File: src/rtl/ssd1306_spi_tx.sv
// ---------------------------------------------------------------------------
// ssd1306_spi_tx
//   Write-only 4-wire SPI transmitter (mode 0) for an SSD1306-style panel.
//   Words are queued with their D/C flag in a small FIFO. A five-state FSM
//   serialises each word. Back-to-back words are sent as one chip-select
//   burst. Every FSM state lasts CLK_DIV clk_in cycles.
//
// Ports
//   clk_in, resetn   : clock (rising edge); asynchronous active-low reset
//   in_valid/in_ready: write handshake. in_ready is registered and means
//                      "FIFO not full".
//   in_data, in_dc   : word to send and its D/C flag (1 = data, 0 = command)
//   busy             : FSM not idle, or FIFO holds words
//   fifo_level       : number of occupied FIFO entries
//   spi_ncs/spi_dnc/spi_clk/spi_mosi : panel pins. Each is driven straight
//                      from a flop.
// ---------------------------------------------------------------------------
module ssd1306_spi_tx #(
  parameter int DATA_W     = 8,
  parameter int CLK_DIV    = 2,
  parameter int FIFO_DEPTH = 4,
  parameter int MSB_FIRST  = 1
) (
  input  logic                             clk_in,
  input  logic                             resetn,
  input  logic                             in_valid,
  output logic                             in_ready,
  input  logic [DATA_W-1:0]                in_data,
  input  logic                             in_dc,
  output logic                             busy,
  output logic [$clog2(FIFO_DEPTH+1)-1:0]  fifo_level,
  output logic                             spi_ncs,
  output logic                             spi_dnc,
  output logic                             spi_clk,
  output logic                             spi_mosi
);

  localparam int AW = $clog2(FIFO_DEPTH);
  localparam int LW = $clog2(FIFO_DEPTH + 1);
  localparam int DW = (CLK_DIV > 1) ? $clog2(CLK_DIV) : 1;
  localparam int BW = $clog2(DATA_W + 1);

  typedef enum logic [2:0] {
    ST_IDLE,
    ST_GUARD,
    ST_SETUP,
    ST_SHIFT_HI,
    ST_SHIFT_LO
  } state_e;

  // -------------------------------------------------------------------------
  // Word FIFO: {dc, data} per entry. The pointers wrap naturally because
  // the depth is a power of two.
  // -------------------------------------------------------------------------
  logic [DATA_W:0] mem_q [FIFO_DEPTH];
  logic [AW-1:0]   wr_ptr_q, wr_ptr_d;
  logic [AW-1:0]   rd_ptr_q, rd_ptr_d;
  logic [LW-1:0]   count_q,  count_d;
  logic            in_ready_q, in_ready_d;
  logic            push, pop, empty;
  logic [DATA_W:0] head;

  assign push  = in_valid && in_ready_q;
  assign empty = (count_q == '0);
  assign head  = mem_q[rd_ptr_q];

  always_comb begin
    wr_ptr_d   = wr_ptr_q + AW'(push);
    rd_ptr_d   = rd_ptr_q + AW'(pop);
    // pop is only raised when the FIFO is non-empty, and push only when it
    // is not full, so the count stays within 0..FIFO_DEPTH.
    count_d    = count_q + LW'(push) - LW'(pop);
    in_ready_d = (count_d != LW'(FIFO_DEPTH));
  end

  always_ff @(posedge clk_in or negedge resetn) begin
    if (!resetn) begin
      wr_ptr_q   <= '0;
      rd_ptr_q   <= '0;
      count_q    <= '0;
      in_ready_q <= 1'b1;
    end else begin
      wr_ptr_q   <= wr_ptr_d;
      rd_ptr_q   <= rd_ptr_d;
      count_q    <= count_d;
      in_ready_q <= in_ready_d;
    end
  end

  // Storage needs no reset: the pointers and the count define validity.
  always_ff @(posedge clk_in) begin
    if (push) mem_q[wr_ptr_q] <= {in_dc, in_data};
  end

  assign in_ready   = in_ready_q;
  assign fifo_level = count_q;

  // -------------------------------------------------------------------------
  // FSM process 1: state register and datapath registers
  // -------------------------------------------------------------------------
  state_e            state_q, state_d;
  logic [DW-1:0]     div_q, div_d;
  logic [BW-1:0]     bit_cnt_q, bit_cnt_d;
  logic [DATA_W-1:0] shreg_q, shreg_d;
  logic              dc_q, dc_d;
  logic              div_end;

  assign div_end = (div_q == DW'(CLK_DIV - 1));

  always_ff @(posedge clk_in or negedge resetn) begin
    if (!resetn) begin
      state_q   <= ST_IDLE;
      div_q     <= '0;
      bit_cnt_q <= '0;
      shreg_q   <= '0;
      dc_q      <= 1'b0;
    end else begin
      state_q   <= state_d;
      div_q     <= div_d;
      bit_cnt_q <= bit_cnt_d;
      shreg_q   <= shreg_d;
      dc_q      <= dc_d;
    end
  end

  // -------------------------------------------------------------------------
  // FSM process 2: next state, divider, bit count, shifter, FIFO pop
  // -------------------------------------------------------------------------
  always_comb begin
    state_d   = state_q;
    div_d     = div_q;
    bit_cnt_d = bit_cnt_q;
    shreg_d   = shreg_q;
    dc_d      = dc_q;
    pop       = 1'b0;

    unique case (state_q)
      // IDLE does not wait out a divider period. It picks up the head word
      // on the first cycle the FIFO is non-empty.
      ST_IDLE: begin
        if (!empty) begin
          pop       = 1'b1;
          shreg_d   = head[DATA_W-1:0];
          dc_d      = head[DATA_W];
          bit_cnt_d = '0;
          div_d     = '0;
          state_d   = ST_SETUP;
        end
      end

      ST_GUARD: begin
        if (div_end) begin
          div_d   = '0;
          state_d = ST_IDLE;
        end else begin
          div_d = div_q + DW'(1);
        end
      end

      ST_SETUP: begin
        if (div_end) begin
          div_d   = '0;
          state_d = ST_SHIFT_HI;
        end else begin
          div_d = div_q + DW'(1);
        end
      end

      // Leaving the high phase counts one bit. The shifter advances on entry
      // to SHIFT_LO, except after the last bit, so MOSI holds the final bit.
      ST_SHIFT_HI: begin
        if (div_end) begin
          div_d     = '0;
          bit_cnt_d = bit_cnt_q + BW'(1);
          state_d   = ST_SHIFT_LO;
          if (bit_cnt_q != BW'(DATA_W - 1)) begin
            shreg_d = (MSB_FIRST != 0) ? (shreg_q << 1) : (shreg_q >> 1);
          end
        end else begin
          div_d = div_q + DW'(1);
        end
      end

      ST_SHIFT_LO: begin
        if (div_end) begin
          div_d = '0;
          if (bit_cnt_q == BW'(DATA_W)) begin
            if (!empty) begin
              // Burst: chip select stays low straight into the next SETUP.
              pop       = 1'b1;
              shreg_d   = head[DATA_W-1:0];
              dc_d      = head[DATA_W];
              bit_cnt_d = '0;
              state_d   = ST_SETUP;
            end else begin
              state_d = ST_GUARD;
            end
          end else begin
            state_d = ST_SHIFT_HI;
          end
        end else begin
          div_d = div_q + DW'(1);
        end
      end

      default: begin
        state_d = ST_IDLE;
        div_d   = '0;
      end
    endcase
  end

  // -------------------------------------------------------------------------
  // FSM process 3: pin values. They are computed from the next state and
  // registered, so the pins line up with state_q without any combinational
  // path to the outputs.
  // -------------------------------------------------------------------------
  logic ncs_q, ncs_d;
  logic sclk_q, sclk_d;
  logic mosi_q, mosi_d;
  logic dnc_q, dnc_d;

  always_comb begin
    ncs_d  = !((state_d == ST_SETUP) || (state_d == ST_SHIFT_HI) ||
               (state_d == ST_SHIFT_LO));
    sclk_d = (state_d == ST_SHIFT_HI);
    mosi_d = (MSB_FIRST != 0) ? shreg_d[DATA_W-1] : shreg_d[0];
    // dc only changes when a word is loaded, so D/C can only move at a SETUP
    // entry, which is always while SCLK is low.
    dnc_d  = dc_d;
  end

  always_ff @(posedge clk_in or negedge resetn) begin
    if (!resetn) begin
      ncs_q  <= 1'b1;
      sclk_q <= 1'b0;
      mosi_q <= 1'b0;
      dnc_q  <= 1'b0;
    end else begin
      ncs_q  <= ncs_d;
      sclk_q <= sclk_d;
      mosi_q <= mosi_d;
      dnc_q  <= dnc_d;
    end
  end

  assign spi_ncs  = ncs_q;
  assign spi_clk  = sclk_q;
  assign spi_mosi = mosi_q;
  assign spi_dnc  = dnc_q;
  assign busy     = (state_q != ST_IDLE) || !empty;

endmodule

File: config.mk
export PLATFORM = sky130hd
export DESIGN_NAME = ssd1306_spi_tx
export DESIGN_NICKNAME = d
export VERILOG_FILES = /design/src/rtl/ssd1306_spi_tx.sv
export SDC_FILE = /design/constraint.sdc
export NUM_CORES = 1
export LEC_CHECK = 0
export ABC_AREA = 1
export CELL_PAD_IN_SITES_DETAIL_PLACEMENT = 1
export CELL_PAD_IN_SITES_GLOBAL_PLACEMENT = 2
export CORE_UTILIZATION = 40
export CTS_CLUSTER_DIAMETER = 60
export DETAILED_ROUTE_END_ITERATION = 7
export PLACE_DENSITY = 0.81
export SYNTH_ARGS = -nofsm -noshare
export SYNTH_HDL_FRONTEND = slang
export SYNTH_SLANG_ARGS = --single-unit
File: constraint.sdc
create_clock -name clk_in -period 4.97 [get_ports clk_in]
set_input_delay 0.994 -clock clk_in [delete_from_list [all_inputs] [get_ports clk_in]]
set_output_delay 0.994 -clock clk_in [all_outputs]
set_load 0.005 [all_outputs]
== Word-level counts from Yosys, hierarchy flattened ==
Memories as Yosys holds them, arrays and structs flattened.
Cells that the tools add are included.

* $lt $le $gt $ge: 0
* Shift operators: 0
* Mux-type cells: 32
* Bitwise gates (word level): 0
* Eq/ne operators: 15
* Div/mod/pow operators: 0
* Add/sub/neg operators: 6
* Reductions and logical operators: 15
* $mul: 0

{| class="wikitable"
|+ Operators by type and width
! operator !! count
|-
| $mux 8 || 5
|-
| $pmux 8 s3 || 1
|-
| $mux 3 || 6
|-
| $mux 4 || 4
|-
| $pmux 3 s5 || 1
|-
| $eq 3x2->1 const B || 4
|-
| $pmux 4 s3 || 1
|-
| $mux 1 || 10
|-
| $ne 2x2->1 const B || 5
|-
| $eq 3x3->1 const B || 2
|-
| $logic_not 3->1 || 2
|-
| $pmux 1 s2 || 3
|-
| $reduce_bool 3->1 || 2
|-
| $reduce_and 5->1 || 1
|-
| $add 2x1->2 || 2
|-
| $add 4x1->4 const B || 1
|-
| $eq 4x4->1 const B || 1
|-
| $ne 4x3->1 const B || 1
|-
| $reduce_and 4->1 || 1
|-
| $reduce_or 4->1 || 1
|-
| $add 3x1->3 || 1
|-
| $eq 3x1->1 const B || 1
|-
| $logic_or 1x1->1 || 3
|-
| $ne 3x3->1 const B || 1
|-
| other kinds (7) || 8
|}

* Bits in latches: 0
* Logic and storage cells: 81
* Output and inout bits: 9
* Memory bits (writable): 36
* Bits in registers: 27
* Input bits: 12
* Bits in read-only memories: 0
* Memories: 1

{| class="wikitable"
|+ Memories
! name !! depth !! bits a word !! rd ports !! clocked after Yosys merged registers in !! wr ports !! RTL line !! source
|-
| mem_q || 4 || 9 || 1 || 0 || 1 || 55 || <nowiki>logic [DATA_W:0] mem_q [FIFO_DEPTH];</nowiki>
|}

== Logic depth before layout (Yosys ltp) ==
Gate-level depths: netlist (run 1).

* Word-level depth: 9
* Depth in mapped cells: 14
* Gate-level depth less buffers: 14

== Worst setup path before layout (run 1) ==
Ideal clock, no wire load.

* Path type: in2reg
* From: in in_valid
* To: reg in_ready_q, in the netlist in_ready
* Setup time: 0.083 ns
* Data required time: 4.887 ns
* Setup slack: 2.678 ns
* Arrival: 2.209 ns
* Stages: 8
* Path buffers: 0
* Cell sequence: nand2_1 > xor2_1 > ha_1 > inv_1 > fa_1 > xnor2_1 > xnor2_1 > nand2_1

* Cells in the longest elaborated chain, start to end: 4

{| class="wikitable"
|+ RTL lines
! item !! RTL line !! source
|-
| from (decl) || 26 || <nowiki>input logic in_valid,</nowiki>
|-
| $logic_and 1x1->1 || 63 || <nowiki>assign push = in_valid && in_ready_q;</nowiki>
|-
| $add 3x1->3 || 72 || <nowiki>count_d = count_q + LW'(push) - LW'(pop);</nowiki>
|-
| $sub 3x1->3 || 72 ||
|-
| via count_d[2] || 58 || <nowiki>logic [LW-1:0] count_q, count_d;</nowiki>
|-
| $ne 3x3->1 || 73 || <nowiki>in_ready_d = (count_d != LW'(FIFO_DEPTH));</nowiki>
|-
| via in_ready_d || 59 || <nowiki>logic in_ready_q, in_ready_d;</nowiki>
|-
| to (signal assigned) || 86 || <nowiki>in_ready_q <= in_ready_d;</nowiki>
|-
| to (decl) || 59 ||
|}

The timed path passes the listed nets, and every way through them passes these cells.
A chain may end at the register's enable or synchronous reset.

== Worst setup path after layout (run 1) ==
* From: reg state_q[0]
* To: out busy

* Cells in the longest elaborated chain, start to end: 2

{| class="wikitable"
|+ RTL lines
! item !! RTL line !! source
|-
| from (decl) || 101 || <nowiki>state_e state_q, state_d;</nowiki>
|-
| from (signal assigned) || 118 || <nowiki>state_q <= state_d;</nowiki>
|-
| $reduce_bool 3->1 || 251 || <nowiki>assign busy = (state_q != ST_IDLE) || !empty;</nowiki>
|-
| $logic_or 1x1->1 || 251 ||
|-
| to (decl) || 30 || <nowiki>output logic busy,</nowiki>
|}

Every way passes these cells.

==> results of run 1 <==
-- power by group through the flow --
stage               Clock, W  Sequential, W  Combinational, W
finish              0.000403       0.000861          0.000845
global route        0.000433       0.000886          0.000987
CTS                 0.000416       0.000864          0.000867
detailed placement         0       0.000872          0.000861
global placement           0       0.000871          0.000843
floorplan                  0       0.000812          0.000655
-- synth_stat cells (all sizes together) --
cell    instances  area [µm²]
a21oi           2        10.0
a22oi           1        7.51
buf             6        32.5
clkinv          2        7.51
dfrtp          25         626
dfstp           2        52.6
edfxtp         36        1080
fa              1        20.0
ha              4        50.1
inv            21        78.8
nand2          95         362
nand3          45         235
nor2           23         105
nor3            4        20.0
o211ai          1        7.51
o21ai           7        35.0
o22ai           2        12.5
or2             1        6.26
xnor2           2        17.5
xor2            5        43.8
-- logic make-up after synthesis --
group	Yosys count	share of synthesized area (%)
DFF	63	62.6
and+or+nand+nor	168	25.9
xor gates and xnor gates	7	2.18
AOI/OAI and AO/OA	13	2.58
adders and majority gates	5	2.49
buffers and inverters	29	4.23
-- worst max-delay path by stage --
stage / from / to / slack (ns) / cells after the start
final: state_q[0]$_DFF_PN0_ / busy / 2.26 / 5
after global routing: state_q[0]$_DFF_PN0_ / busy / 2.12 / 5
after CTS: state_q[0]$_DFF_PN0_ / busy / 2.23 / 5
after detailed placement: in_valid / mem_q[0][5]$_DFFE_PP_ / 2.03 / 3
after global placement: in_valid / mem_q[3][2]$_DFFE_PP_ / 2.12 / 3
after floorplan: in_valid / in_ready$_DFF_PN1_ / 2.68 / 8
-- metal layers --
layer	vias up	part of all wire, %	GRT usage [%]
met5	-	0	0
met4	0	1.1	6.52
met3	9	3.0	4.52
met2	31	45	27.8
met1	924	51	27.6
li1	995	-	-
-- layout make-up --
type / instances / share of cell area (%)
sequential: 63 / 53.5
tap: 96 / 3.65
inverter: 23 / 2.63
clock buffer: 9 / 3.77
timing repair buffer: 21 / 6.32
multi-input combinational: 193 / 28.4
clock inverter: 7 / 1.75
-- registers in the layout, summed over array words and instances (netlist names) --
signal	cells
div_end	1
wr_ptr_q	2
spi_ncs	1
state_q	3
fifo_level	3
mem_q	36
shreg_q	8
spi_clk	1
rd_ptr_q	2
bit_cnt_q	4
in_ready	1
spi_dnc	1
-- through the flow --
stage | setup WS, ns | area [µm²] | cells | total power (W) | hold WS [ns]
finish | 2.26 | 3290 | 412 | 0.00211 | 0.483
global route | 2.12 | 3290 | 412 | 0.00231 | 0.514
CTS | 2.23 | 3290 | 412 | 0.00215 | 0.492
detailed placement | 2.03 | 3110 | 396 | 0.00173 | 0.471
global placement | 2.12 | 3110 | 396 | 0.00171 | 0.463
floorplan | 2.68 | 2810 | 285 | 0.00147 | 0.449
-- layout by cell type (no fill, tap or decap), drive strengths merged --
cell	instances
inv	23
clkbuf	9
nand2	95
nor3	4
or2	1
buf	1
xor2	5
edfxtp	36
clkinvlp	2
clkdlybuf4s50	20
xnor2	2
nand3	45
nor2	23
fa	1
clkinv	5
ha	4
o211ai	1
o21ai	7
o22ai	2
dfrtp	25
dfstp	2
a21oi	2
a22oi	1
-- worst max-delay path, stage by stage, from the launching register on --
cell and delay, ns:
sky130_fd_sc_hd__dfrtp_1 0.41, sky130_fd_sc_hd__inv_1 0.12, sky130_fd_sc_hd__nand2_1 0.12, sky130_fd_sc_hd__nor2_1 0.19, sky130_fd_sc_hd__nand2_1 0.10, sky130_fd_sc_hd__clkdlybuf4s50_1 0.44
==> metrics.txt, run 1 <==
Die W 85.8 µm; Detailed Route WL ~6100 µm; DRC 0; global router's overall resource usage a little under a fifth; vias post-DR approximately 2,000; worst clock skew 0.00587 ns; clock latency of the later-clocked register in the worst-skew pair about 0.33 ns; sequential cell area fraction in the yosys report 62.6%; I/O pin total 21; flip-flop and latch area 1760 µm²; DRC marker count from the first detailed-route iteration 50; proportion of power drawn by flip-flops and latches 40.8%; Setup Crit Path Kind flip-flop to primary output; Resized Gates After CTS 0; category of the worst setup path launch point flip-flop; number of nets in the synthesized netlist 302; kind of end point of the critical path primary output; antenna diode instance count 0; hold violation count in the final report 0; worst min-delay path category flip-flop to flip-flop; vias in the first global route around 2,100; clock edge transition at the registers on the reported setup and hold paths 0.08 ns; die extent in y 85.8 µm; routability cong. 0.750; Cells on Worst Hold Path 2; core outline area just under 7000 µm²; launch instance of the worst min-delay path shreg_q[7]$_DFFE_PN0P_; final number of max-transition violations 0; max-cap viol count 0; max-slew headroom at the worst pin 18.2%; antenna violations before repair 0; Post-Synthesis Cell Area 2810 µm²; total internal power 0.00123 W; Critical Path RT roughly 4.0 ns; final design utilization 48.4%; Sw Ratio 41.5%; worst slew pin tran 1.22 ns; sink of the worst hold path shreg_q[7]$_DFFE_PN0P_; Tmin final 2.71 ns; residual antenna-violating net count after detailed routing 0; reg-to-reg endpoint in_ready$_DFF_PN1_; drt first pass iters 4; Arrival @ worst endpoint 1.71 ns; static leakage 1.41 nW; slack of the worst reg-to-reg path approximately 2.6 ns; count of mapped cells out of synthesis 285; CTS Root Buffer Type sky130_fd_sc_hd__clkbuf_8; setup repair after global routing missed its margin no; cts-stage hold buffer count 0; number of buffers on the longest clock path 2; number of distinct standard cells referenced by the synthesized netlist 27; proportion of power drawn by the clock network 19.1%; area of the die 7370 µm²; postcts setup bufs 0; average footprint of a synthesized cell about 10 µm²; overflow left after global routing 0; Comb pwr share 40.1%; FILL cells 779; FF+latch count, synth 63; net switching component of the power 0.000876 W; Initial Util 41.4%; CTS H-tree depth 3; Nets 328; routed wirelength normalized by instance count 14.9 µm; DP HPWL 4400 µm; number of buffers inserted by port buffering 20; depth of the most critical reg-to-reg path 14; yosys synthesis warning count 0; Setup TNS 0 ns; run status complete, no violations; pin count of the biggest net entering global routing 28; highest clock frequency the design can meet about 370 MHz; Final setup violation count 0; share of cells above drive strength 1 a little under a tenth; number of clock sinks seen by CTS 63; drt via density 4.75; TritonCTS clock tree done; CP max FO 4; first-pass GRT wire length 10,400 µm; combined area of the multi-input logic cells ~930 µm²; pwr/cell area 642 nW/µm²; TritonCTS buffer count 9; Std-Cell Rows 30; largest vdd supply drop between 0.3 and 0.4 mV; growth of design area from synthesis to finish 17.0%; Reg-to-Reg Start bit_cnt_q[0]$_DFFE_PN0P_; portion of the clock cycle consumed by the worst path in the final layout 54.5%
Note: power is estimated with default switching activity, not from simulation.
==> run 2, diff against run 1 <==
- CORE_UTILIZATION: 40 -> 33
- PLACE_DENSITY: 0.81 -> 0.71
- clock period: 4.97 -> 2.4 ns (I/O delays scaled with it)
==> run 2 against run 1 <==
  * Combinational power is 150% higher
  * Flip-flop and latch count stayed put
  * Clock skew is 0.0028 ns higher
  * Critical path depth is 9 higher
  * Via count is 2.9% higher
==> metrics.txt, run 2 (synthesis results as in run 1) <==
worst clock skew 0.00864 ns (was 0.00587 ns); portion of the clock cycle consumed by the worst path in the final layout 97.9%; pin count of the biggest net entering global routing 28 (unchanged); global router's overall resource usage 16.2% (was 18.9%); DRC 0 (unchanged); number of buffers inserted by port buffering 20 (unchanged); DRC marker count from the first detailed-route iteration 36 (was 50); antenna violations before repair 0 (unchanged); commonest non-fill, non-tap cells in the layout 91 x sky130_fd_sc_hd__nand2_1, 43 x sky130_fd_sc_hd__nand3_1, 36 x sky130_fd_sc_hd__edfxtp_1 (was 93 x sky130_fd_sc_hd__nand2_1, 43 x sky130_fd_sc_hd__nand3_1, 36 x sky130_fd_sc_hd__edfxtp_1); I/O pin total 21 (unchanged); number of buffers on the longest clock path 2 (unchanged); Arrival @ worst endpoint 2.61 ns (was 1.71 ns); antenna diode instance count 0 (unchanged); hold violation count in the final report 0 (unchanged); growth of design area from synthesis to finish 24.7% (was 17.0%); largest vdd supply drop 0.603 mV (was 0.345 mV); residual antenna-violating net count after detailed routing 0 (unchanged); vias in the first global route 2,122 (was 2,051); cts-stage hold buffer count 0 (unchanged); CTS H-tree depth 3 (unchanged); Std-Cell Rows 33 (was 30); overflow left after global routing 0 (unchanged); CP max FO 4 (unchanged); drt via density 4.62 (was 4.75); Cells on Worst Hold Path 2 (unchanged); Die W 94.3 µm (was 85.8 µm); final design utilization 42.7% (was 48.4%); post-route worst hold slack 0.482 ns (was 0.483 ns); routed wirelength normalized by instance count 14.4 µm (was 14.9 µm); area of the die 8890 µm² (was 7370 µm²); final number of max-transition violations 0 (unchanged); Tmin final 2.35 ns; Critical Path RT 2.66 ns (was 3.98 ns); clock latency of the later-clocked register in the worst-skew pair 0.34 ns (was 0.33 ns); DP HPWL 4230 µm (was 4400 µm); die extent in y 94.3 µm (was 85.8 µm); clock edge transition at the registers on the reported setup and hold paths 0.08 ns (about the same); worst slew pin tran 0.567 ns (was 1.22 ns); max-slew headroom at the worst pin 62.1% (was 18.2%); fin worst setup slack 0.0515 ns (was 2.26 ns); category of the worst setup path launch point flip-flop (unchanged); largest registers ranked by flip-flop count mem_q: 36 flops, shreg_q: 8 flops, bit_cnt_q: 4 flops (unchanged); static leakage 1.52 nW (was 1.41 nW); Reg with most FFs mem_q (unchanged); number of clock sinks seen by CTS 63 (unchanged); depth of the most critical reg-to-reg path 14 (unchanged); routability cong. 0.707 (was 0.750); highest clock frequency the design can meet 426 MHz; kind of end point of the critical path flip-flop (was primary output); max-cap viol count 0 (unchanged); core outline area 8220 µm² (was 6790 µm²); vias post-DR 2,016 (was 1,959); TritonCTS clock tree done (unchanged); run status complete, no violations (unchanged); Initial Util 34.2% (was 41.4%); Setup Crit Path Kind flip-flop to flip-flop (was flip-flop to primary output); share of cells above drive strength 1 16.3% (was 9.18%); placed inst area 3200 µm² (was 3110 µm²); TritonCTS buffer count 9 (unchanged); setup repair after global routing missed its margin yes (was no); CTS Root Buffer Type sky130_fd_sc_hd__clkbuf_8 (unchanged); first-pass GRT wire length 10,600 µm (was 10,400 µm); Nets 343 (was 328); Detailed Route WL 6270 µm (was 6120 µm); worst min-delay path category flip-flop to flip-flop (unchanged); summed area of non-filler cells in the final layout 3500 µm² (was 3290 µm²); pwr/cell area 1380 nW/µm² (was 642 nW/µm²); non-filler instance count after layout 436 (was 412); Final setup violation count 0 (unchanged); drt first pass iters 4 (unchanged); flip-flop count of the largest register, all copies and words added 36 (unchanged); Placed Cells 416 (was 396); leading cell type in the layout, fill and taps excluded sky130_fd_sc_hd__nand2_1 (unchanged); pre-CTS worst setup slack 0.0299 ns (was 2.03 ns)
run 2: through the flow:
| stage | setup TNS (ns) | total power (W) |
|---|---|---|
| floorplan | 0 | 0.00304 |
| global placement | 0 | 0.00369 |
| detailed placement | 0 | 0.00371 |
| CTS | 0 | 0.00478 |
| global route | -0.0774 | 0.00529 |
| finish | 0 | 0.00485 |
run 2: cell type report:
cell class / instances / area, µm²
fillers: 944 / 4710
flip-flops and latches: 63 / 1760
multi-input cells: 193 / 987
repair buffers: 36 / 320
well taps: 105 / 131
clock buffers: 9 / 124
clock inverters: 7 / 96.3
inverters: 23 / 86.3
run 2: repair_timing:
item	CTS	global route
endpoints found under the setup margin	1	2
setup buffers	1	3
gates resized for setup	0	14
pin swaps	1	8
run 2: worst paths after layout:
path | slack (ns) | start | to
setup / recovery | 0.05 | bit_cnt_q[1]$_DFFE_PN0P_ | in_ready$_DFF_PN1_
hold / removal | 0.48 | shreg_q[7]$_DFFE_PN0P_ | shreg_q[7]$_DFFE_PN0P_
setup reg to reg | 0.05 | bit_cnt_q[1]$_DFFE_PN0P_ | in_ready$_DFF_PN1_
hold reg to reg | 0.48 | shreg_q[7]$_DFFE_PN0P_ | shreg_q[7]$_DFFE_PN0P_
max in group asynchronous | 1.56 | resetn | in_ready$_DFF_PN1_
min in group asynchronous | 0.52 | resetn | bit_cnt_q[1]$_DFFE_PN0P_
run 2: layer usage:
layer,track usage (%),share of wire [%]
met1,22.3,50
met2,24.3,46
met3,3.72,2.4
met4,6.92,1.7
met5,0,0
run 2: report_power, final:
| part | total [W] | switching (W) | internal (W) | leakage, nW |
|---|---|---|---|---|
| combinational | 0.00211 | 0.00127 | 0.000833 | 0.752 |
| sequential | 0.00171 | 0.000206 | 0.00151 | 0.660 |
| clock | 0.00103 | 0.000443 | 0.000586 | 0.103 |
run 2: critical path, stage by stage, from the launching register on:
cell and delay, ns:
sky130_fd_sc_hd__dfrtp_1 0.40, sky130_fd_sc_hd__inv_1 0.07, sky130_fd_sc_hd__ha_2 0.18, sky130_fd_sc_hd__nand2_2 0.06, sky130_fd_sc_hd__nor2_4 0.12, sky130_fd_sc_hd__nand2_2 0.07, sky130_fd_sc_hd__nand2_4 0.07, sky130_fd_sc_hd__nand2_4 0.07
sky130_fd_sc_hd__xor2_2 0.17, sky130_fd_sc_hd__ha_2 0.19, sky130_fd_sc_hd__inv_2 0.04, sky130_fd_sc_hd__fa_2 0.36, sky130_fd_sc_hd__xnor2_2 0.20, sky130_fd_sc_hd__xnor2_2 0.14, sky130_fd_sc_hd__nand2_1 0.10
==> run 3, diff against run 2 <==
- ABC_AREA: 1 -> 0
- CORE_MARGIN: unset -> 2
- CORE_UTILIZATION: 33 -> 45
- PLACE_DENSITY: 0.71 -> 0.8
- clock period: 2.4 -> 2.8 ns (I/O delays scaled with it)
==> run 3 against run 2 <==
  * Sequential share of layout area increased by 4.4 points
  * Critical path depth decreased by 11
  * Critical path type is now flip-flop to primary output
  * Sequential power decreased by 9%
  * Largest power group is now sequential cells
  * Register-to-register slack improved by 0.20 ns
  * Clock skew increased by 0.0029 ns
  * Utilization increased by 12 points
  * First-iteration DRC count increased to 2.6 times the previous value
  * Setup slack improved by 0.13 ns
  * Clock power decreased by 14%
  * Routed wire length decreased by 19%
==> metrics.txt, run 3 <==
run status complete, no violations (unchanged); number of clock sinks seen by CTS 63 (unchanged); XOR/XNOR Fraction of Synth Area 2.59% (was 2.18%); worst min-delay path category flip-flop to flip-flop (unchanged); fin worst setup slack 0.185 ns (was 0.0515 ns); leading cell types by count after synthesis 36 x sky130_fd_sc_hd__edfxtp_1, 25 x sky130_fd_sc_hd__dfrtp_1, 10 x sky130_fd_sc_hd__nand2_1 (was 93 x sky130_fd_sc_hd__nand2_1, 43 x sky130_fd_sc_hd__nand3_1, 36 x sky130_fd_sc_hd__edfxtp_1); Setup Crit Path Kind flip-flop to primary output (was flip-flop to flip-flop); FF+latch count, synth 63 (unchanged); clock latency of the later-clocked register in the worst-skew pair 0.34 ns (about the same); max-cap viol count 0 (unchanged); vias in the first global route 1,646 (was 2,122); kind of end point of the critical path primary output (was flip-flop); Async S/R FF share, synth 42.9% (unchanged); CTS Root Buffer Type sky130_fd_sc_hd__clkbuf_8 (unchanged); simple-gate portion of the synthesized area 7.95% (was 25.9%); GR Layer Usage met3 5.05% (was 3.72%); Setup TNS 0 ns (unchanged); largest vdd supply drop 0.625 mV (was 0.603 mV); pin count of the biggest net entering global routing 28 (unchanged); worst setup path start state_q[0]$_DFF_PN0_ (was bit_cnt_q[1]$_DFFE_PN0P_); number of nets in the synthesized netlist 186 (was 302); max-slew headroom at the worst pin 59.7% (was 62.1%); worst clock skew 0.0116 ns (was 0.00864 ns); static leakage 1.24 nW (was 1.52 nW); area share of fa/ha/maj cells after synthesis 2.59% (was 2.49%); top area cells in the synthesized netlist sky130_fd_sc_hd__edfxtp_1 40%, sky130_fd_sc_hd__dfrtp_1 23%, sky130_fd_sc_hd__mux4_2 5.0%, sky130_fd_sc_hd__mux2_4 3.9%, sky130_fd_sc_hd__mux2_2 3.7% (was sky130_fd_sc_hd__edfxtp_1 38%, sky130_fd_sc_hd__dfrtp_1 22%, sky130_fd_sc_hd__nand2_1 12%, sky130_fd_sc_hd__nand3_1 7.7%, sky130_fd_sc_hd__nor2_1 2.8%); Nets 214 (was 343); die extent in y 81.6 µm (was 94.3 µm); TritonCTS clock tree done (unchanged); commonest non-fill, non-tap cells in the layout 36 x sky130_fd_sc_hd__edfxtp_1, 25 x sky130_fd_sc_hd__dfrtp_1, 20 x sky130_fd_sc_hd__clkdlybuf4s50_1 (was 91 x sky130_fd_sc_hd__nand2_1, 43 x sky130_fd_sc_hd__nand3_1, 36 x sky130_fd_sc_hd__edfxtp_1); leading cell type in the layout, fill and taps excluded sky130_fd_sc_hd__edfxtp_1 (was sky130_fd_sc_hd__nand2_1); Final setup violation count 0 (unchanged); yosys synthesis warning count 0 (unchanged); routed wirelength normalized by instance count 18.3 µm (was 14.4 µm); mux share of post-synthesis cell area 15.5% (was 0%); launch instance of the worst min-delay path shreg_q[4]$_DFFE_PN0P_ (was shreg_q[7]$_DFFE_PN0P_); TritonCTS buffer count 9 (unchanged); Placed Cells 261 (was 416); cts-stage hold buffer count 0 (unchanged); highest clock frequency the design can meet 382 MHz; first-pass GRT wire length 8370 µm (was 10,600 µm); most repeated cell in the gate-level netlist after synthesis sky130_fd_sc_hd__edfxtp_1 (was sky130_fd_sc_hd__nand2_1); Die W 81.6 µm (was 94.3 µm); most used flip-flop cell after synthesis sky130_fd_sc_hd__edfxtp_1 (unchanged); post-layout power 0.00368 W (was 0.00485 W); vias post-DR 1,484 (was 2,016); met1 usage in global routing 22.1% (was 22.3%); Critical Path RT 2.24 ns (was 2.66 ns); category of the worst setup path launch point flip-flop (unchanged); pre-CTS worst setup slack 0.209 ns (was 0.0299 ns); DRC 0 (unchanged); share of the synthesized area in compound gates (AO/OA/AOI/OAI) 3.24% (was 2.58%); core outline area 5850 µm² (was 8220 µm²); drt first pass iters 4 (unchanged); met2 track demand over resource 28.7% (was 24.3%); CTS H-tree depth 3 (unchanged); number of flops mapped to enable cells by yosys 36 (unchanged); largest registers ranked by flip-flop count mem_q: 36 flops, shreg_q: 8 flops, bit_cnt_q: 4 flops (unchanged); final number of max-transition violations 0 (unchanged); flip-flop count of the largest register, all copies and words added 36 (unchanged); number of buffers inserted by port buffering 20 (unchanged); overflow left after global routing 0 (unchanged); drt via density 5.36 (was 4.62); portion of the clock cycle consumed by the worst path in the final layout 93.4%; setup repair after global routing missed its margin no (was yes); hold violation count in the final report 0 (unchanged); Tmin final approximately 2.6 ns; largest family of logic cells by synthesized area multiplexers (was simple AND/OR/NAND/NOR gates); Arrival @ worst endpoint 2.06 ns (was 2.61 ns); share of cells above drive strength 1 23.8% (was 16.3%); Detailed Route WL 5060 µm (was 6270 µm); pwr/cell area 1140 nW/µm² (was 1380 nW/µm²); antenna diode instance count 0 (unchanged); DRC marker count from the first detailed-route iteration 95 (was 36); residual antenna-violating net count after detailed routing 0 (unchanged); I/O pin total 21 (unchanged); non-filler instance count after layout 277 (was 436); most used routing layer met2 (unchanged); DP HPWL 3460 µm (was 4230 µm); global router's overall resource usage 17.7% (was 16.2%); final design utilization 55.1% (was 42.7%); area share of the largest cell type after synthesis 39.9% (was 38.5%); Std-Cell Rows 28 (was 33); clock edge transition at the registers on the reported setup and hold paths 0.07 ns (was 0.08 ns); Initial Util 46.3% (was 34.2%); growth of design area from synthesis to finish 19.1% (was 24.7%); sequential cell area fraction in the yosys report 65.0% (was 62.6%); Post-Synthesis Cell Area 2710 µm² (was 2810 µm²); number of buffers on the longest clock path 2 (unchanged); antenna violations before repair 0 (unchanged); average footprint of a synthesized cell 16.0 µm² (was 9.86 µm²); area of the die 6650 µm² (was 8890 µm²); count of mapped cells out of synthesis 169 (was 285); worst slew pin tran 0.604 ns (was 0.567 ns); routability cong. 0.784 (was 0.707); Reg with most FFs mem_q (unchanged); Reg-to-Reg Start bit_cnt_q[0]$_DFFE_PN0P_ (was bit_cnt_q[1]$_DFFE_PN0P_); number of distinct standard cells referenced by the synthesized netlist 37 (was 27); dominant cell type by area after synthesis sky130_fd_sc_hd__edfxtp_1 (unchanged); CP max FO 11 (was 4)
[run 3: cell families after synthesis]
| kind of cell | after synthesis |
|---|---|
| AOI/OAI and AO/OA | 14 |
| and+or+nand+nor | 39 |
| muxes | 25 |
| adders and majority gates | 5 |
| xor gates and xnor gates | 8 |
| DFF | 63 |
| buffers and inverters | 15 |
[run 3: what timing repair did]
item,in CTS,in global routing
setup buffers,0,0
resized for setup,0,1
endpoints found under the setup margin,0,1
[run 3: worst paths after layout]
kind / endpoint / slack, ns / depth (start not counted)
worst min-delay path: shreg_q[4]$_DFFE_PN0P_ / 0.52 / 1
max in group asynchronous: in_ready$_DFF_PN1_ / 1.88 / 2
worst max register to register: in_ready$_DFF_PN1_ / 0.25 / 11
min in group asynchronous: spi_dnc$_DFFE_PN0P_ / 0.60 / 2
worst max-delay path: busy / 0.18 / 3
worst min register to register: shreg_q[4]$_DFFE_PN0P_ / 0.52 / 1
[run 3: per-layer routing]
layer	vias up	part of all wire [%]
met3	8	3.7
met1	760	45
met5	-	0
met2	31	50
met4	0	1.9
li1	685	-
[run 3: power breakdown]
| group | switching, W | total, W | internal, W |
|---|---|---|---|
| clock network | 0.000372 | 0.000885 | 0.000513 |
| logic | 0.000513 | 0.00124 | 0.000726 |
| registers | 0.000267 | 0.00155 | 0.00128 |
[run 3: area by class of cell]
class | count | area (µm²)
Fill cell | 560 | 2630
Sequential cell | 63 | 1760
Multi-Input combinational cell | 91 | 876
Timing Repair Buffer | 26 | 245
Clock buffer | 9 | 124
Clock inverter | 7 | 104
Tap cell | 75 | 93.8
Inverter | 6 | 22.5
[run 3: critical path, stage by stage, from the launching register on]
cell and delay, ns:
sky130_fd_sc_hd__dfrtp_1 0.53, sky130_fd_sc_hd__or3_1 0.45, sky130_fd_sc_hd__or2_2 0.30, sky130_fd_sc_hd__clkdlybuf4s50_1 0.45
[run 3: per-stage QoR]
| stage | hold WS, ns | cell area, µm² |
|---|---|---|
| 2_1_floorplan | 0.264 | 2710 |
| 3_3_place_gp | 0.493 | 2980 |
| 3_5_place_dp | 0.497 | 2980 |
| 4_1_cts | 0.520 | 3210 |
| 5_1_grt | 0.547 | 3220 |
| 6_report | 0.519 | 3220 |
